--- src/rtl/rgb_sequencer.sv ---
// rgb_sequencer: drives the three PWM levels of the RGB mixer.
// MANUAL slews each level one LSB per tick toward its encoder value; a mode
// button edge moves to ENTER, which slews to pure red (255,0,0), after which
// RUN walks a six-phase hue wheel by ramping one channel at a time.
//
// Handshake note: there is no valid/ready traffic here. mode_btn is a level
// whose rising edge (one per press) is the only request; hold and man0..2
// are sampled levels with no acknowledge.
module rgb_sequencer #(
  parameter int TICK_DIV = 256
) (
  input  logic       clk,
  input  logic       reset,
  input  logic       mode_btn,
  input  logic       hold,
  input  logic [7:0] man0,
  input  logic [7:0] man1,
  input  logic [7:0] man2,
  output logic [7:0] level0,
  output logic [7:0] level1,
  output logic [7:0] level2,
  output logic       auto_mode,
  output logic [2:0] phase
);

  localparam int PW = (TICK_DIV > 1) ? $clog2(TICK_DIV) : 1;
  localparam logic [PW-1:0] PRESC_MAX = PW'(TICK_DIV - 1);
  // Element 0 is red, so pure red is (255,0,0) reading channel 0 first.
  localparam logic [2:0][7:0] ENTER_TGT = {8'd0, 8'd0, 8'd255};

  typedef enum logic [1:0] {
    MANUAL = 2'd0,
    ENTER  = 2'd1,
    RUN    = 2'd2
  } state_t;

  state_t           state, state_nx;
  logic [PW-1:0]    presc;
  logic             mode_q;
  logic             tick;
  logic             btn_edge;
  logic [2:0][7:0]  lvl_q, lvl_nx;
  logic [2:0][7:0]  man_v;
  logic [2:0]       phase_nx;
  logic [1:0]       ramp_ch;
  logic             ramp_up;
  logic [7:0]       ramp_cur;
  logic [7:0]       ramp_new;

  function automatic logic [7:0] step_toward(input logic [7:0] cur,
                                             input logic [7:0] tgt);
    if (cur < tgt)      step_toward = cur + 8'd1;
    else if (cur > tgt) step_toward = cur - 8'd1;
    else                step_toward = cur;
  endfunction

  assign tick     = (presc == PRESC_MAX);
  assign btn_edge = mode_btn & ~mode_q;
  assign man_v    = {man2, man1, man0};

  assign level0 = lvl_q[0];
  assign level1 = lvl_q[1];
  assign level2 = lvl_q[2];

  // Wheel table: which channel ramps in the current phase, and which way.
  always_comb begin
    ramp_ch = 2'd1;
    ramp_up = 1'b1;
    case (phase)
      3'd0: begin ramp_ch = 2'd1; ramp_up = 1'b1; end
      3'd1: begin ramp_ch = 2'd0; ramp_up = 1'b0; end
      3'd2: begin ramp_ch = 2'd2; ramp_up = 1'b1; end
      3'd3: begin ramp_ch = 2'd1; ramp_up = 1'b0; end
      3'd4: begin ramp_ch = 2'd0; ramp_up = 1'b1; end
      3'd5: begin ramp_ch = 2'd2; ramp_up = 1'b0; end
      default: begin ramp_ch = 2'd1; ramp_up = 1'b1; end
    endcase
    ramp_cur = lvl_q[ramp_ch];
    // Saturating step so a channel can never wrap past its endpoint.
    if (ramp_up) ramp_new = (ramp_cur == 8'd255) ? 8'd255 : ramp_cur + 8'd1;
    else         ramp_new = (ramp_cur == 8'd0)   ? 8'd0   : ramp_cur - 8'd1;
  end

  // Next-state, next-level and next-phase logic; a button edge wins over a tick.
  always_comb begin
    state_nx = state;
    lvl_nx   = lvl_q;
    phase_nx = phase;
    case (state)
      MANUAL: begin
        if (btn_edge) begin
          state_nx = ENTER;
        end else if (tick) begin
          for (int i = 0; i < 3; i++) lvl_nx[i] = step_toward(lvl_q[i], man_v[i]);
        end
      end
      ENTER: begin
        if (btn_edge) begin
          state_nx = MANUAL;
        end else if (lvl_q == ENTER_TGT) begin
          state_nx = RUN;
          phase_nx = 3'd0;
        end else if (tick) begin
          for (int i = 0; i < 3; i++) lvl_nx[i] = step_toward(lvl_q[i], ENTER_TGT[i]);
        end
      end
      RUN: begin
        if (btn_edge) begin
          state_nx = MANUAL;
          phase_nx = 3'd0;
        end else if (tick && !hold) begin
          lvl_nx[ramp_ch] = ramp_new;
          if (ramp_new == (ramp_up ? 8'd255 : 8'd0))
            phase_nx = (phase == 3'd5) ? 3'd0 : phase + 3'd1;
        end
      end
      default: begin
        state_nx = MANUAL;
        phase_nx = 3'd0;
      end
    endcase
  end

  // State, levels, phase, prescaler and button history registers.
  always_ff @(posedge clk or negedge reset) begin
    if (!reset) begin
      state     <= MANUAL;
      lvl_q     <= '0;
      phase     <= 3'd0;
      auto_mode <= 1'b0;
      presc     <= '0;
      mode_q    <= 1'b0;
    end else begin
      state     <= state_nx;
      lvl_q     <= lvl_nx;
      phase     <= phase_nx;
      auto_mode <= (state_nx != MANUAL);
      presc     <= tick ? '0 : presc + PW'(1);
      mode_q    <= mode_btn;
    end
  end

endmodule

--- config.mk ---
export PLATFORM = sky130hd
export DESIGN_NAME = rgb_sequencer
export DESIGN_NICKNAME = d
export VERILOG_FILES = /design/src/rtl/rgb_sequencer.sv
export SDC_FILE = /design/constraint.sdc
export NUM_CORES = 1
export LEC_CHECK = 0
export ABC_AREA = 1
export ABC_CLOCK_PERIOD_IN_PS = 3990
export CAP_MARGIN = 20
export CELL_PAD_IN_SITES_DETAIL_PLACEMENT = 1
export CELL_PAD_IN_SITES_GLOBAL_PLACEMENT = 1
export CORE_MARGIN = 5
export CORE_UTILIZATION = 30
export DETAILED_ROUTE_END_ITERATION = 8
export PLACE_DENSITY_LB_ADDON = 0.1
export SLEW_MARGIN = 20
export SYNTH_ARGS = -nofsm -noshare
export SYNTH_HDL_FRONTEND = slang
export SYNTH_SLANG_ARGS = --single-unit
--- constraint.sdc ---
create_clock -name clk -period 3.99 [get_ports clk]
set_input_delay 0.399 -clock clk [delete_from_list [all_inputs] [get_ports clk]]
set_output_delay 0.399 -clock clk [all_outputs]
set_load 0.02 [all_outputs]
Word-level counts from Yosys, hierarchy flattened --
Cells that the tools add are included.
Storage, ports and cells: flip-flop bits (word level) 39, bits in latches 0, RAM bits 0, bits in read-only memories 0, bits of input ports 28, output and inout port bits 28, logic and storage cells 119, memories kept 0
Operators by class: add/sub/neg operators 10, multipliers 0, div/mod/pow operators 0, order comparisons 14, eq/ne operators 27, shift operators 0, mux-type cells 43, bitwise gates (word level) 3, reductions and logical operators 14
Operator list (number):
- $mux 24 | 7
- $mux 8 | 19
- $pmux 24 s3 | 1
- $add 8x1->8 const B | 5
- $sub 8x1->8 const B | 4
- $reduce_and 10->1 | 3
- $bwmux 24 | 1
- $eq 24x8->1 const B | 1
- $gt 8x8->1 | 3
- $lt 8x8->1 | 3
- $ne 3x3->1 const B | 8
- $mux 3 | 6
- $bmux 8 s2 | 1
- $demux 8 s2 | 1
- $eq 8x8->1 const B | 2
- $gt 8x1->1 const B | 2
- $lt 8x1->1 const B | 2
- $ne 2x2->1 const B | 8
- $pmux 3 s3 | 1
- $eq 8x8->1 | 1
- $gt 8x8->1 const B | 1
- $logic_not 8->1 | 1
- $lt 8x8->1 const B | 1
- $mux 2 | 4
- 20 further kinds | 25

Logic depth before layout (Yosys ltp) --
Gate-level depths: netlist of run 1.
word-level depth 13, gate-level depth with buffers 26, depth with buffers taken out 24

Least setup slack after synthesis of run 1 --
OpenSTA, ideal clock, no wires.
path kind reg2reg, start point register phase[0], end point register phase[1], library setup time 0.118 ns, arrival 2.573 ns, required time 3.872 ns, slack 1.299 ns, cell stages (with the launch flop) 25, buffers on the path 2, clock period less this slack 2.691 ns, path through dfrtp_1 -> buf_2 -> nor2_1 -> nand2_1 -> nand2_4 -> buf_6 -> nand2_1 -> nand2_1 -> inv_2 -> nand2_4 -> ha_1 -> nand3_2 -> nor2_4 -> nor2_4 -> nand2_1 -> nand2_1 -> nand2_1 -> nor2_1 -> nand2_1 -> nand2_1 -> nand2_1 -> nand2_2 -> nand2_2 -> nand2_1 -> nand2_1
Between the ends: longest elaborated chain between the ends 11, elaborated cells on any way between the ends 28, classes of those cells 3 x add/sub; 8 x eq/ne; 12 x mux; 5 x reduce/logical
RTL lines:
- start, declared | line 23 | output logic [2:0] phase
- start signal, assigned | line 136 | phase <= phase_nx;
- $eq 3x3->1 (tied with other cells) | line 69, 114
- $reduce_or 2->1 (no source line)
- $pmux 2 s2 | line 69 | case (phase)
- $bmux 8 s2 | line 78 | ramp_cur = lvl_q[ramp_ch];
- $mux 8 (implied by the code) | line 78
- $add 8x1->8 (tied with other cells) | line 80 | if (ramp_up) ramp_new = (ramp_cur == 8'd255) ? 8'd255 : ramp_cur + 8'd1;
- $mux 8, on equally long branches | line 80, 81
- $mux 8 | line 80
- $eq 8x8->1 | line 113 | if (ramp_new == (ramp_up ? 8'd255 : 8'd0))
- $ne 3x3->1 (no source line)
- $reduce_and 5->1 (no source line)
Parallel ways exist; a longest one is shown, timed or not. The select of a mux whose other input is x is not followed. A chain may end at the register's enable or synchronous reset.

Worst setup path after layout of run 1 --
start point register lvl_q, in the netlist level1[0], end point register lvl_q, in the netlist level2[1]
Between the ends: longest elaborated chain between the ends 9, elaborated cells on any way between the ends 16, classes of those cells 2 x add/sub; 3 x eq/ne; 9 x mux; 2 x reduce/logical
RTL lines:
- start, declared | line 42 | logic [2:0][7:0] lvl_q, lvl_nx;
- start signal, assigned | line 135 | lvl_q <= lvl_nx;
- $bmux 8 s2 | line 78
- $mux 8 (implied by the code) | line 78
- $add 8x1->8 (tied with other cells) | line 80
- $mux 8, on equally long branches | line 80, 81
- $mux 8 | line 80
- $bwmux 24 | line 112 | lvl_nx[ramp_ch] = ramp_new;
- $mux 24 | line 111 | end else if (tick && !hold) begin
- $mux 24 | line 108 | if (btn_edge) begin
- $pmux 24 s3 | line 89 | case (state)
Parallel ways exist; a longest one is shown, timed or not. The select of a mux whose other input is x is not followed.

==> impl_metrics.env, run 1 <==
export IMPL_clock_sinks=39
export IMPL_die_area_um2=18500
export IMPL_worstSetupPathType="reg -> reg"
export IMPL_ys_flop_type="dfrtp_1"
export IMPL_grt_pass1_vias=5219
export IMPL_antenna_found_initial=0
export IMPL_period_needed_ns=3.56
export IMPL_p_leak_nw=2.65
export IMPL_synth_area_top_cells="dfrtp_1, nand2_1, ha_1"
export IMPL_route_top_layer_used="met4"
export IMPL_routabilityCongestion=0.851
export IMPL_clk_path_buf_depth=2
export IMPL_finalSetupViolCount=0
export IMPL_first_pass_iters=4
export IMPL_fin_ws_ns=0.431
export IMPL_grt_pass1_wl_um=27700
export IMPL_fin_skew_ns=0.00619
export IMPL_vdd_drop_max_v=0.000319
export IMPL_ys_ff_latch=39
export IMPL_synth_edf_count=0
export IMPL_htree_levels=2
export IMPL_synth_top_cell_area_share=0.205
export IMPL_rrSetupSlack_ns=0.43
export IMPL_dr_wl_met2_um=8750
export IMPL_critical_path_required_ns=4.15
export IMPL_reg2reg_from="level1[0]$_DFFE_PN0P_"
export IMPL_tightest_slew_ns=1.02
export IMPL_vias=5125
export IMPL_synth_area_um2=4760
export IMPL_clkTransAtPathRegs_ns=0.07
export IMPL_postSynthAreaPerCell_um2=6.41
export IMPL_antenna_cells=0
export IMPL_rows=46
export IMPL_hold_path_class="in -> async"
export IMPL_ctsHoldBuffers=0
export IMPL_fin_crit_sh=0.892
export IMPL_hpwl_um=13900
export IMPL_fin_setup_tns_ns=0
export IMPL_fillers=2041
export IMPL_syn_nets=808
export IMPL_async_flop_share=1.00
export IMPL_crit_arrival_ns=3.72
export IMPL_wl_per_cell_um=17.4
export IMPL_status="finished, final reports clean"
export IMPL_critPathMaxFanout=11
export IMPL_p_total_mw=4.13
export IMPL_crit_path_start="level1[0]$_DFFE_PN0P_"
export IMPL_slew_headroom=0.318
export IMPL_die_x_um=136
export IMPL_ctsResizeCount=0
export IMPL_root_buffer="clkbuf_16"
export IMPL_cap_violations=0
export IMPL_cellPowerDensity_nw_per_um2=727
export IMPL_drive_gt1_frac=0.0776
export IMPL_cp_end_kind="flip-flop"
export IMPL_finalHoldViolCount=0
export IMPL_syn_to_final_growth_pct=19.2
export IMPL_met1_length_um=7720
export IMPL_critical_path_startpoint_type="flip-flop"
export IMPL_grt_start_max_net_pins=40
export IMPL_port_buffers=55
export IMPL_cts_tree="built"
export IMPL_synthCells=743
export IMPL_drc=0
export IMPL_wirelength_um=17500
export IMPL_yosysTopAreaCell="dfrtp_1"
export IMPL_viasPerCell=5.11
export IMPL_core_area_um2=15700
export IMPL_cts_buffers=5
export IMPL_place_ws_ns=0.479
export IMPL_timing_fmax_ghz=0.281
export IMPL_grt_overflow=0
export IMPL_yosysUniqueCellTypes=46
export IMPL_ys_warn_count=0
export IMPL_io_pins=56
export IMPL_cts_setup_buffers=0
export IMPL_yosysSeqAreaShare=0.205
export IMPL_dr_first_iter_drc_count=290
export IMPL_wl_met3_um=651
export IMPL_rsz0062_at_grt="false"
export IMPL_clkLatencyLatePin_ns=0.30
export IMPL_nets=850
export IMPL_grt_use_total=0.192
export IMPL_die_h_um=136
export IMPL_detail_route_antenna_nets=0
export IMPL_initial_core_util=0.303
export IMPL_slew_viol_final=0
==> metrics by stage <==
step | cells | cell area (um2) | hold slack, ns | utilization
after global placement | 994 | 5510 | 0.454 | 0.350
after floorplan | 743 | 4760 | 0.103 | -
after global routing | 1002 | 5680 | 0.139 | 0.362
after detailed placement | 994 | 5510 | 0.481 | 0.350
after CTS | 1002 | 5680 | 0.313 | 0.361
final | 1002 | 5680 | 0.0970 | 0.362
==> path summary, 6_finish.rpt <==
| check | cells past startpoint | end |
|---|---|---|
| setup / recovery | 13 | level2[1]$_DFFE_PN0P_ |
| hold / removal | 1 | level0[7]$_DFFE_PN0P_ |
| setup reg to reg | 13 | level2[1]$_DFFE_PN0P_ |
| hold reg to reg | 1 | presc[0]$_DFF_PN0_ |
| max in group asynchronous | 1 | level1[4]$_DFFE_PN0P_ |
| min in group clk | 1 | presc[0]$_DFF_PN0_ |
==> report_power, final <==
group	internal (mW)	switching, mW	leakage [nW]
logic	0.993	1.83	2.08
registers	0.521	0.280	0.488
clock network	0.300	0.213	0.0844
total	1.81	2.32	2.65
==> registers in the layout, summed over array words and instances, names as in the netlist <==
| signal | cells |
|---|---|
| mode_q | 1 |
| level1 | 8 |
| state | 2 |
| level2 | 8 |
| auto_mode | 1 |
| level0 | 8 |
| presc | 8 |
| phase | 3 |
==> logic make-up (layout without fill, tap and decap cells) <==
| kind of cell | count (synthesis) | in the layout | synth area share |
|---|---|---|---|
| AND/OR/NAND/NOR | 364 | 364 | 0.355 |
| AO/OA/AOI/OAI | 135 | 135 | 0.164 |
| buffers and inverters | 127 | 170 | 0.104 |
| XOR/XNOR | 41 | 41 | 0.0754 |
| flip-flops | 39 | 39 | 0.205 |
| adder cells (fa/ha/maj) | 37 | 37 | 0.0972 |
==> cell type report <==
type / count / area, um2 / share of cell area
flip-flops and latches: 39 / 976 / 0.172
multi-input cells: 577 / 3290 / 0.580
inverters: 102 / 383 / 0.0674
well taps: 216 / 270 / 0.0476
clock buffers: 5 / 125 / 0.0220
repair buffers: 60 / 586 / 0.103
clock inverters: 3 / 47.5 / 0.00837
==> critical path: stages, from the launching register on <==
cell and delay (ns):
dfrtp_1 0.50, inv_1 0.29, ha_1 0.25, nand2_1 0.06, nor2_1 0.17, inv_1 0.08, nor4_1 0.59, inv_1 0.14
nor3_1 0.33, nor2_1 0.15, nand2_1 0.35, inv_1 0.19, o311ai_0 0.14, o21ai_0 0.17
==> cells in the final DEF, fill, tap and decap left out, types with 4 or more instances in the layout <==
master,count
xor2_1,35
o211ai_1,6
nor3_1,14
a21oi_1,36
nand4_1,10
nor2_1,61
nand2_4,6
clkinv_1,5
a211oi_1,7
nand3_1,54
inv_1,89
nand3_2,5
inv_2,8
clkbuf_16,5
buf_4,6
clkdlybuf4s50_1,54
nand2_2,13
dfrtp_1,39
o21ai_0,58
ha_1,37
a31oi_1,6
xnor2_1,6
a22oi_1,4
nand2_1,184
==> cells in the mapped netlist (3+ instances only) <==
| cell | count |
|---|---|
| inv_1 | 89 |
| clkbuf_1 | 18 |
| nand3_1 | 54 |
| nand2_2 | 13 |
| xor2_1 | 35 |
| nor2_1 | 61 |
| a22oi_1 | 4 |
| o211ai_1 | 6 |
| xnor2_1 | 6 |
| nand2_1 | 184 |
| nand3_2 | 5 |
| o21ai_1 | 3 |
| dfrtp_1 | 39 |
| clkinv_1 | 5 |
| nor4_1 | 3 |
| ha_1 | 37 |
| buf_1 | 3 |
| a211oi_1 | 7 |
| nand4_1 | 10 |
| a31oi_1 | 6 |
| o21ai_0 | 58 |
| nor2_4 | 3 |
| a21oi_1 | 36 |
| nand2_4 | 6 |
| inv_2 | 8 |
| nor3_1 | 14 |
==> per-layer routing <==
layer	vias up	GRT usage
li1	2527	-
met1	2490	0.237
met2	88	0.343
met3	20	0.0300
met4	0	0.0532
met5	-	0
Power figures use the tool's default switching activity.
==> run 2, diff against run 1 <==
--- a/config.mk
+++ b/config.mk
@@ -6,7 +6,7 @@
 export NUM_CORES = 1
 export LEC_CHECK = 0
 export ABC_AREA = 1
-export ABC_CLOCK_PERIOD_IN_PS = 3990
+export ABC_CLOCK_PERIOD_IN_PS = 3400
 export CAP_MARGIN = 20
 export CELL_PAD_IN_SITES_DETAIL_PLACEMENT = 1
 export CELL_PAD_IN_SITES_GLOBAL_PLACEMENT = 1
==> constraint.sdc (replaced) <==
create_clock -name clk -period 3.4 [get_ports clk]
set_input_delay 0.68 -clock clk [delete_from_list [all_inputs] [get_ports clk]]
set_output_delay 0.68 -clock clk [all_outputs]
set_load 0.02 [all_outputs]
==> impl_metrics.env, run 2 (same netlist as run 1, synthesis figures left out) <==
export IMPL_clkTransAtPathRegs_ns=0.08
export IMPL_critPathMaxStageDelay_ns=0.48
export IMPL_nets=877
export IMPL_port_buffers=55
export IMPL_final_common_cell="nand2_1"
export IMPL_cellPowerDensity_nw_per_um2=857
export IMPL_worstSetupPathType="reg -> reg"
export IMPL_core_area_um2=15700
export IMPL_cp_end_kind="flip-flop"
export IMPL_p_leak_nw=2.78
export IMPL_fin_ws_ns=0.253
export IMPL_instances_no_fill=1029
export IMPL_vias=5229
export IMPL_routabilityCongestion=0.863
export IMPL_die_h_um=136
export IMPL_critPathMaxFanout=13
export IMPL_cts_setup_buffers=0
export IMPL_finalHoldViolCount=0
export IMPL_die_area_um2=18500
export IMPL_crit_chain="ha_1 -> nand2_1 -> nor2_1 -> nand4_1 -> nor2_1 -> inv_1 -> nor2_1 -> inv_1 -> nor3_1 -> nor2_1 -> nand3_1 -> inv_1 -> o311ai_0 -> o21ai_0"
export IMPL_root_buffer="clkbuf_16"
export IMPL_grt_pass1_vias=5451
export IMPL_fillers=2034
export IMPL_crit_buf_inv=3
export IMPL_status="finished, final reports clean"
export IMPL_wirelength_um=17800
export IMPL_final_cell_mix="nand2_1, inv_1, nor2_1"
export IMPL_viasPerCell=5.08
export IMPL_critical_path_startpoint_type="flip-flop"
export IMPL_slew_headroom=0.506
export IMPL_slew_viol_final=0
export IMPL_fin_skew_ns=0.0107
export IMPL_place_ws_ns=0.194
export IMPL_drc=0
export IMPL_dr_first_iter_drc_count=294
export IMPL_crit_arrival_ns=3.32
export IMPL_vdd_drop_max_v=0.000315
export IMPL_grt_use_total=0.195
export IMPL_first_pass_iters=4
export IMPL_grt_overflow=0
export IMPL_die_x_um=136
export IMPL_rsz0062_at_grt="false"
export IMPL_fin_crit_sh=0.926
export IMPL_hold_path_class="in -> async"
export IMPL_hpwl_um=14000
export IMPL_dpl_cell_count=1015
export IMPL_crit_top_cell="nor2_1"
export IMPL_timing_fmax_ghz=0.318
export IMPL_io_pins=56
export IMPL_syn_to_final_growth_pct=23.5
export IMPL_finalSetupViolCount=0
export IMPL_fin_setup_tns_ns=0
export IMPL_crit_slowest_cell="dfrtp_1"
export IMPL_tightest_slew_ns=0.741
export IMPL_initial_core_util=0.303
export IMPL_htree_levels=2
export IMPL_antenna_cells=0
export IMPL_wl_per_cell_um=17.3
export IMPL_antenna_found_initial=0
export IMPL_ctsResizeCount=0
export IMPL_cp_top_family="simple AND/OR/NAND/NOR gates"
export IMPL_critical_path_required_ns=3.57
export IMPL_drive_gt1_frac=0.108
export IMPL_detail_route_antenna_nets=0
export IMPL_cts_tree="built"
export IMPL_period_needed_ns=3.15
export IMPL_clkLatencyLatePin_ns=0.31
export IMPL_clk_path_buf_depth=2
export IMPL_rows=46
export IMPL_cap_violations=0
export IMPL_grt_start_max_net_pins=40
export IMPL_grt_pass1_wl_um=28700
export IMPL_clock_sinks=39
export IMPL_ctsHoldBuffers=0
export IMPL_cts_buffers=5
[run 2: layer usage]
metal  vias up  part of all wire  global-route usage
li1       2576                 -                   -
met1      2571              0.46               0.244
met2        68              0.50               0.351
met3        14             0.032              0.0318
met4         0             0.011              0.0426
met5         -                 0                   0
[run 2: cell type report]
type / count / area (um2) / area share
clock inverters: 3 / 47.5 / 0.00808
repair buffers: 87 / 788 / 0.134
clock buffers: 5 / 125 / 0.0213
well taps: 216 / 270 / 0.0459
inverters: 102 / 383 / 0.0651
flip-flops and latches: 39 / 976 / 0.166
multi-input cells: 577 / 3290 / 0.560
[run 2: metrics by stage]
stage	area, um2	utilization	hold slack, ns	total power [mW]
2_1_floorplan	4760	-	0.384	3.12
3_3_place_gp	5660	0.360	0.447	4.38
3_5_place_dp	5660	0.360	0.480	4.45
4_1_cts	5840	0.371	0.496	5.08
5_1_grt	5880	0.375	0.415	5.50
6_report	5880	0.375	0.370	5.04
[run 2: path summary, 6_finish.rpt]
kind / depth (start not counted) / slack [ns] / end / startpoint
max: 14 / 0.25 / level1[1]$_DFFE_PN0P_ / level0[1]$_DFFE_PN0P_
min: 1 / 0.37 / level2[0]$_DFFE_PN0P_ / reset
max reg2reg: 14 / 0.25 / level1[1]$_DFFE_PN0P_ / level0[1]$_DFFE_PN0P_
min reg2reg: 1 / 0.49 / presc[0]$_DFF_PN0_ / presc[0]$_DFF_PN0_
max in group asynchronous: 1 / 2.61 / level1[3]$_DFFE_PN0P_ / reset
min in group clk: 1 / 0.49 / presc[0]$_DFF_PN0_ / presc[0]$_DFF_PN0_
[run 2: power breakdown]
group	internal, mW	switching (mW)
Sequential	0.613	0.226
Combinational	1.31	2.29
Clock	0.352	0.259
==> run 3, diff against run 2 <==
--- a/config.mk
+++ b/config.mk
@@ -14,6 +14,7 @@
 export CORE_UTILIZATION = 30
 export DETAILED_ROUTE_END_ITERATION = 8
 export PLACE_DENSITY_LB_ADDON = 0.1
+export SETUP_SLACK_MARGIN = 0.05
 export SLEW_MARGIN = 20
 export SYNTH_ARGS = -nofsm -noshare
 export SYNTH_HDL_FRONTEND = slang
==> impl_metrics.env, run 3 (same netlist as run 1, synthesis figures left out) <==
export IMPL_status="finished, final reports clean"
export IMPL_core_area_um2=15700
export IMPL_finalSetupViolCount=0
export IMPL_drive_gt1_frac=0.111
export IMPL_routabilityCongestion=0.863
export IMPL_hold_path_class="in -> async"
export IMPL_drc=0
export IMPL_cap_violations=0
export IMPL_grt_pass1_vias=5451
export IMPL_finalHoldViolCount=0
export IMPL_grt_use_total=0.195
export IMPL_grt_start_max_net_pins=40
export IMPL_grt_overflow=0
export IMPL_antenna_found_initial=0
export IMPL_rows=46
export IMPL_grt_pass1_wl_um=28700
export IMPL_register_area_um2=978
export IMPL_utilization=0.375
export IMPL_worstSetupPathType="reg -> reg"
export IMPL_rrSetupSlack_ns=0.29
export IMPL_wl_per_cell_um=17.4
export IMPL_fillers=2032
export IMPL_crit_arrival_ns=3.28
export IMPL_antenna_cells=0
export IMPL_die_h_um=136
export IMPL_cellPowerDensity_nw_per_um2=855
export IMPL_die_x_um=136
export IMPL_fin_setup_tns_ns=0
export IMPL_initial_core_util=0.303
export IMPL_tightest_slew_ns=0.726
export IMPL_reg2reg_from="level0[1]$_DFFE_PN0P_"
export IMPL_final_common_cell="nand2_1"
export IMPL_critical_path_startpoint_type="flip-flop"
export IMPL_fin_skew_ns=0.0131
export IMPL_fin_crit_sh=0.916
export IMPL_dr_first_iter_drc_count=234
export IMPL_port_buffers=55
export IMPL_critical_path_required_ns=3.57
export IMPL_clock_sinks=39
export IMPL_period_needed_ns=3.11
export IMPL_cts_buffers=5
export IMPL_crit_path_start="level0[1]$_DFFE_PN0P_"
export IMPL_multi_input_area_um2=3290
export IMPL_detail_route_antenna_nets=0
export IMPL_slew_viol_final=0
export IMPL_nets=877
export IMPL_hpwl_um=14000
export IMPL_cts_tree="built"
export IMPL_clkLatencyLatePin_ns=0.31
export IMPL_rsz0062_at_grt="false"
export IMPL_rr_worst_depth=14
export IMPL_timing_fmax_ghz=0.321
export IMPL_p_leak_nw=2.78
export IMPL_die_area_um2=18500
export IMPL_first_pass_iters=5
export IMPL_slew_headroom=0.516
export IMPL_final_cell_mix="nand2_1, inv_1, nor2_1"
export IMPL_clk_path_buf_depth=2
export IMPL_vias=5212
export IMPL_cp_end_kind="flip-flop"
export IMPL_wirelength_um=17900
export IMPL_syn_to_final_growth_pct=23.6
export IMPL_ctsHoldBuffers=0
export IMPL_viasPerCell=5.07
export IMPL_root_buffer="clkbuf_16"
export IMPL_htree_levels=2
export IMPL_vdd_drop_max_v=0.000313
export IMPL_io_pins=56
export IMPL_critPathMaxFanout=13
export IMPL_clkTransAtPathRegs_ns=0.08
==> run 3: cell count changes in the layout (fill, tap and decap cells not counted) <==
cell and change:
dfrtp_2 +2, dfrtp_1 -2
==> run 3: final cells by class <==
cell class | instances | share of cell area
multi-input combinational | 577 | 0.560
sequential | 39 | 0.166
inverter | 102 | 0.0650
tap | 216 | 0.0459
clock inverter | 3 | 0.00808
timing repair buffer | 87 | 0.134
clock buffer | 5 | 0.0213
==> run 3: stage by stage <==
step | worst slack, ns | power (mW) | cells | hold WS [ns] | area [um2]
after detailed placement | 0.194 | 4.45 | 1015 | 0.480 | 5660
after CTS | 0.213 | 5.08 | 1023 | 0.496 | 5840
after floorplan | 0.709 | 3.12 | 743 | 0.384 | 4760
after global placement | 0.262 | 4.38 | 1015 | 0.447 | 5660
final | 0.286 | 5.03 | 1029 | 0.371 | 5890
after global routing | 0.0386 | 5.50 | 1029 | 0.415 | 5890
==> run 3: metal layers <==
metal / global-route usage / routed length (um)
met4: 0.0426 / 138
met1: 0.244 / 8020
met2: 0.351 / 9010
met5: 0 / 0
met3: 0.0318 / 702
==> run 3: worst max-delay path, cell delays in order, from the launching register on <==
cell and delay, ns:
dfrtp_1 0.47, ha_1 0.26, nand2_1 0.07, nor2_1 0.28, nand4_1 0.16, nor2_1 0.19
inv_1 0.16, nor2_1 0.17, inv_1 0.08, nor3_1 0.28, nor2_1 0.18, nand3_1 0.17
inv_1 0.20, o311ai_0 0.16, o21ai_0 0.14
==> run 3: path summary, 6_finish.rpt <==
kind / end
hold reg to reg: presc[0]$_DFF_PN0_
min in group clk: presc[0]$_DFF_PN0_
setup reg to reg: level1[1]$_DFFE_PN0P_
setup / recovery: level1[1]$_DFFE_PN0P_
max in group asynchronous: phase[2]$_DFFE_PN0P_
hold / removal: level2[0]$_DFFE_PN0P_
==> run 3: timing repair <==
action	4_1_cts	5_1_grt
endpoints found under the hold margin	0	0
setup buffers	0	6
setup endpoints to repair	0	8
resized for setup	0	2
==> run 3: where the power goes <==
part | switching [mW] | internal, mW
Combinational | 2.28 | 1.31
Clock | 0.255 | 0.352
Sequential | 0.225 | 0.613
